File: src/rtl/program_mem_pkg.sv
// Shared types and helpers for the program-memory read controller.
package program_mem_pkg;

   // Controller sequencing: pick a consumer, wait for memory, hand data back.
   typedef enum logic [1:0] {
      IDLE    = 2'd0,
      ISSUE   = 2'd1,
      RESPOND = 2'd2
   } pmc_state_t;

   // Width of an index into n consumers; never less than one bit.
   function automatic int unsigned idx_width(input int unsigned n);
      return (n > 1) ? $clog2(n) : 1;
   endfunction

endpackage

File: src/rtl/rr_arbiter.sv
// Combinational round-robin picker: first set request at or after pointer.
module rr_arbiter
   import program_mem_pkg::*;
#(
   parameter int unsigned NUM_REQ = 4,
   parameter int unsigned IDX_W   = idx_width(NUM_REQ)
) (
   input  logic [NUM_REQ-1:0] request,
   input  logic [IDX_W-1:0]   pointer,
   output logic [IDX_W-1:0]   grant_idx,
   output logic               grant_any
);

   logic [IDX_W-1:0] cand;

   // Scan from the farthest offset down so the nearest hit to pointer wins.
   always_comb begin
      grant_idx = '0;
      grant_any = 1'b0;
      cand      = '0;
      for (int k = int'(NUM_REQ) - 1; k >= 0; k--) begin
         cand = IDX_W'((32'(pointer) + 32'(k)) % NUM_REQ);
         if (request[cand]) begin
            grant_any = 1'b1;
            grant_idx = cand;
         end
      end
   end

endmodule

File: src/rtl/program_mem_controller.sv
// Round-robin arbiter of per-core fetch reads onto one program-memory port.
// One read is outstanding at a time; every output is registered.
module program_mem_controller
   import program_mem_pkg::*;
#(
   parameter int unsigned NUM_CONSUMERS = 4,
   parameter int unsigned ADDR_BITS     = 8,
   parameter int unsigned DATA_BITS     = 16
) (
   input  logic                                    clk,
   input  logic                                    reset,
   input  logic [NUM_CONSUMERS-1:0]                consumer_read_valid,
   input  logic [NUM_CONSUMERS-1:0][ADDR_BITS-1:0] consumer_read_address,
   output logic [NUM_CONSUMERS-1:0]                consumer_read_ready,
   output logic [NUM_CONSUMERS-1:0][DATA_BITS-1:0] consumer_read_data,
   output logic                                    mem_read_valid,
   output logic [ADDR_BITS-1:0]                    mem_read_address,
   input  logic                                    mem_read_ready,
   input  logic [DATA_BITS-1:0]                    mem_read_data
);

   localparam int unsigned IDX_W = idx_width(NUM_CONSUMERS);

   pmc_state_t                 state_q;
   logic [IDX_W-1:0]           grant_idx_q;
   logic [IDX_W-1:0]           rr_ptr_q;
   logic [NUM_CONSUMERS-1:0]   served_q;
   logic [DATA_BITS-1:0]       data_q;

   logic [NUM_CONSUMERS-1:0]   eligible;
   logic [IDX_W-1:0]           arb_idx;
   logic                       arb_any;

   // A consumer already answered is masked until it lowers valid, so the
   // trailing valid a fetcher holds after ready cannot start a second read.
   assign eligible = consumer_read_valid & ~served_q;

   rr_arbiter #(
      .NUM_REQ (NUM_CONSUMERS),
      .IDX_W   (IDX_W)
   ) u_arb (
      .request   (eligible),
      .pointer   (rr_ptr_q),
      .grant_idx (arb_idx),
      .grant_any (arb_any)
   );

   // Sequencer with registered outputs; reset abandons any in-flight read.
   always_ff @(posedge clk or negedge reset) begin
      if (!reset) begin
         state_q             <= IDLE;
         grant_idx_q         <= '0;
         rr_ptr_q            <= '0;
         served_q            <= '0;
         data_q              <= '0;
         mem_read_valid      <= 1'b0;
         mem_read_address    <= '0;
         consumer_read_ready <= '0;
         consumer_read_data  <= '0;
      end else begin
         consumer_read_ready <= '0;
         for (int i = 0; i < int'(NUM_CONSUMERS); i++) begin
            if (!consumer_read_valid[i]) begin
               served_q[i] <= 1'b0;
            end
         end

         case (state_q)
            IDLE: begin
               if (arb_any) begin
                  grant_idx_q      <= arb_idx;
                  mem_read_valid   <= 1'b1;
                  mem_read_address <= consumer_read_address[arb_idx];
                  state_q          <= ISSUE;
               end
            end
            ISSUE: begin
               if (mem_read_ready) begin
                  data_q         <= mem_read_data;
                  mem_read_valid <= 1'b0;
                  state_q        <= RESPOND;
               end
            end
            RESPOND: begin
               consumer_read_ready[grant_idx_q] <= 1'b1;
               consumer_read_data[grant_idx_q]  <= data_q;
               // Set wins over the clear above, even if valid was dropped early.
               served_q[grant_idx_q]            <= 1'b1;
               rr_ptr_q <= (grant_idx_q == IDX_W'(NUM_CONSUMERS - 1)) ?
                           '0 : grant_idx_q + IDX_W'(1);
               state_q  <= IDLE;
            end
            default: state_q <= IDLE;
         endcase
      end
   end

endmodule

File: config.mk
export PLATFORM = sky130hd
export DESIGN_NAME = program_mem_controller
export DESIGN_NICKNAME = d
export VERILOG_FILES = /design/src/rtl/program_mem_pkg.sv /design/src/rtl/rr_arbiter.sv /design/src/rtl/program_mem_controller.sv
export SDC_FILE = /design/constraint.sdc
export NUM_CORES = 1
export LEC_CHECK = 0
export ABC_AREA = 1
export CAP_MARGIN = 25
export CORE_ASPECT_RATIO = 0.5
export CORE_MARGIN = 2
export CORE_UTILIZATION = 30
export DETAILED_ROUTE_END_ITERATION = 8
export PLACE_DENSITY = 0.56
export SETUP_SLACK_MARGIN = 0.15
export SYNTH_ARGS = -nofsm -noshare
export SYNTH_HDL_FRONTEND = slang
export SYNTH_SLANG_ARGS = --single-unit
export TNS_END_PERCENT = 50
File: constraint.sdc
create_clock -name clk -period 2.35 [get_ports clk]
set_input_delay 0.3525 -clock clk [delete_from_list [all_inputs] [get_ports clk]]
set_output_delay 0.3525 -clock clk [all_outputs]
set_load 0.02 [all_outputs]
==> run_results.csv <==
group,metric,value,unit
timing,slew_viol_final,0,
pwr,clockPowerShare,19.0,%
placed_design,place_congestion,0.823,
pwr,ir_worst_vdd,419,uV
pwr,power_frac_comb,46.6,%
critical_path,r2r_end,"mem_read_address[4]",
pwr,sw_frac_of_total,39.8,%
clocking,cts.path.max_buffers,2,
cells_and_area,syn_to_final_growth,43.6,%
clocking,h-tree-depth,3,
synthesis,ys_ff_latch,103,
critical_path,required,2.57,ns
routing,num_vias,3471,
clocking,cts_buffers,9,
synthesis,synth_area,0.00430,sq mm
clocking,cts_tree,"built",
critical_path,crit_type,"reg -> reg",
critical_path,rrSetupSlack,0.46,ns
synthesis,syn_nets,539,
routing,drt-initial-drc-count,234,
job,cap_viol_max_count,0,
cells_and_area,layout.cells.non_filler,811,
critical_path,end_kind,"register",
cells_and_area,mostFrequentLayoutCells,"nand2_1, clkdlybuf4s50_1, dfrtp_1",
timing,hold_viol_final,0,
cells_and_area,layout_commonest_cell,"nand2_1",
synthesis,seq_area_frac_synth,60.0,%
hold_path,hold_class,"in -> async",
critical_path,arrival,2.11,ns
placed_design,numPortBuffers,131,
cells_and_area,final_nets,673,
timing,fin_skew,0.00981,ns
synthesis,netlist_instances,480,
floorplanning,die_w,173,microns
floorplanning,coreArea,0.0138,sq mm
cells_and_area,stdcell_area,0.00617,sq mm
clocking,clock_latency,0.34,ns
routing,drc,0,
timing,min_period_over_period,80.4,%
routing,wl,11.3,mm
global_routing,antenna_found_initial,0,
timing,tightest_slew,0.639,ns
routing,via_per_inst,4.28,
floorplanning,die-area,0.0154,sq mm
floorplanning,std_cell_rows,30,
global_routing,overflow,0,
clocking,cts_hold_buf,0,
critical_path,crit_start,"rr_ptr_q[0]",
critical_path,worst_r2r_startpoint,"rr_ptr_q[0]",
clocking,root_buffer,"clkbuf_16",
timing,rsz0062_at_grt,"no",
timing,setup_tns,0,ns
synthesis,post_synth.cell_area_avg,8.95,sq um
clocking,clk_pin_slew,0.07,ns
placed_design,preCtsSetupSlack,0.129,ns
global_routing,grt_max_degree,48,
timing,finalSetupViolCount,0,
global_routing,grt_pass1_wl,18.3,mm
pwr,power_leakage,2.93,nW
timing,fin_crit,1.89,ns
synthesis,synth_cell_types,25,
critical_path,crit_path_start_kind,"register",
pwr,pwr-share-seq,34.4,%
critical_path,rr_worst_depth,13,
synthesis,yosysWarningCount,0,
placed_design,dpl_cell_area,0.00585,sq mm
timing,fin_ws,0.460,ns
floorplanning,initial_core_util,31.2,%
cells_and_area,diodes,0,
timing,relSlewSlack,57.4,%
global_routing,grt_pass1_vias,3500,
cells_and_area,drive_gt1_share,6.79,%
routing,firstDrtPassIters,4,
pwr,switching_power,0.00337,W
floorplanning,chipHeight,88.6,microns
pwr,p_total,0.00848,W
routing,ant_nets,0,
pwr,power_density,1370,mW/mm^2
floorplanning,io_pins,132,
global_routing,grt.total_usage,15.3,%
pwr,p_int,0.00511,W
run_status,status,"complete, no violations",
cells_and_area,fillCellCount,1353,
clocking,clock-sinks,103,
routing,wire_per_inst,13.9,microns
timing,clock.fmax,529,MHz
placed_design,dp_hpwl,7.75,mm
critical_path,crit_fanout,25,
placed_design,dp.cells,795,
==> synth_stat cells (all sizes together) <==
master  instances  share of area [%]
nand3          35                4.5
clkbuf         14                1.2
buf             5               0.99
inv            62                5.5
dfrtp         103                 60
xor2            1               0.20
nor2            7               0.67
ha              4                1.2
a21oi           1               0.12
or2             4               0.58
nand4           1               0.15
xnor2           1               0.20
o211ai          4               0.70
nand2         152                 14
o21ai          86                 10
==> critical path, stage by stage, from the launching register on <==
cell and delay [ns]:
dfrtp_2 0.51, inv_4 0.11, nand3_1 0.06, nand2_1 0.09, nand2_1 0.08, nand2_1 0.09
inv_2 0.05, nand2_4 0.06, nand2_2 0.06, nand2_4 0.10, nand2_4 0.16, or2_1 0.25
nand3_1 0.07, nand3_1 0.08
==> power groups by stage <==
| stage | logic (W) | registers (W) | clock network, W |
|---|---|---|---|
| 2_1_floorplan | 0.00177 | 0.00351 | 0 |
| 3_3_place_gp | 0.00395 | 0.00294 | 0 |
| 3_5_place_dp | 0.00401 | 0.00294 | 0 |
| 4_1_cts | 0.00402 | 0.00292 | 0.00166 |
| 5_1_grt | 0.00440 | 0.00301 | 0.00174 |
| 6_report | 0.00395 | 0.00292 | 0.00161 |
==> per-stage QoR <==
stage | utilization (%) | hold WS [ns]
finish | 44.8 | 0.0223
global route | 44.8 | 0.0645
CTS | 44.8 | 0.0493
detailed placement | 42.4 | 0.418
global placement | 42.4 | 0.426
floorplan | - | 0.0569
==> sequential cells by signal (all words and copies together) (netlist names) <==
register	count
state_q	2
served_q	4
consumer_read_data	64
grant_idx_q	2
consumer_read_ready	4
mem_read_address	8
rr_ptr_q	2
data_q	16
mem_read_valid	1
==> cell families after synthesis <==
family / synth area share, %
flip-flops: 60.0
AO/OA/AOI/OAI: 10.9
XOR/XNOR: 0.408
AND/OR/NAND/NOR: 19.9
buffers and inverters: 7.69
adder cells (fa/ha/maj): 1.16
==> worst max-delay path by stage <==
| stage | end | slack, ns |
|---|---|---|
| floorplan | mem_read_address[3] | 0.72 |
| global placement | mem_read_address[6] | 0.18 |
| detailed placement | mem_read_address[6] | 0.13 |
| CTS | mem_read_address[4] | 0.32 |
| global route | mem_read_address[0] | 0.28 |
| finish | mem_read_address[4] | 0.46 |
==> layer usage <==
layer	routed length [microns]	up-vias	share of wire (%)	global-route usage (%)
met2	5310	72	47	26.1
li1	-	1774	-	-
met4	85	0	0.75	3.93
met3	447	5	4.0	3.69
met1	5430	1620	48	20.0
met5	0	-	0	0
==> timing repair <==
item,in CTS,in global routing
resized for setup,0,1
setup endpoints to repair,0,5
setup buffers,0,0
==> area by class of cell <==
cell class | count | area, sq um | area share, %
clock buffer | 9 | 225 | 3.65
clock inverter | 7 | 96.3 | 1.56
inverter | 62 | 235 | 3.81
sequential | 103 | 2580 | 41.8
multi-input combinational | 296 | 1390 | 22.5
timing repair buffer | 142 | 1400 | 22.8
tap | 192 | 240 | 3.89
No activity file was read; power rests on OpenSTA's default activity.
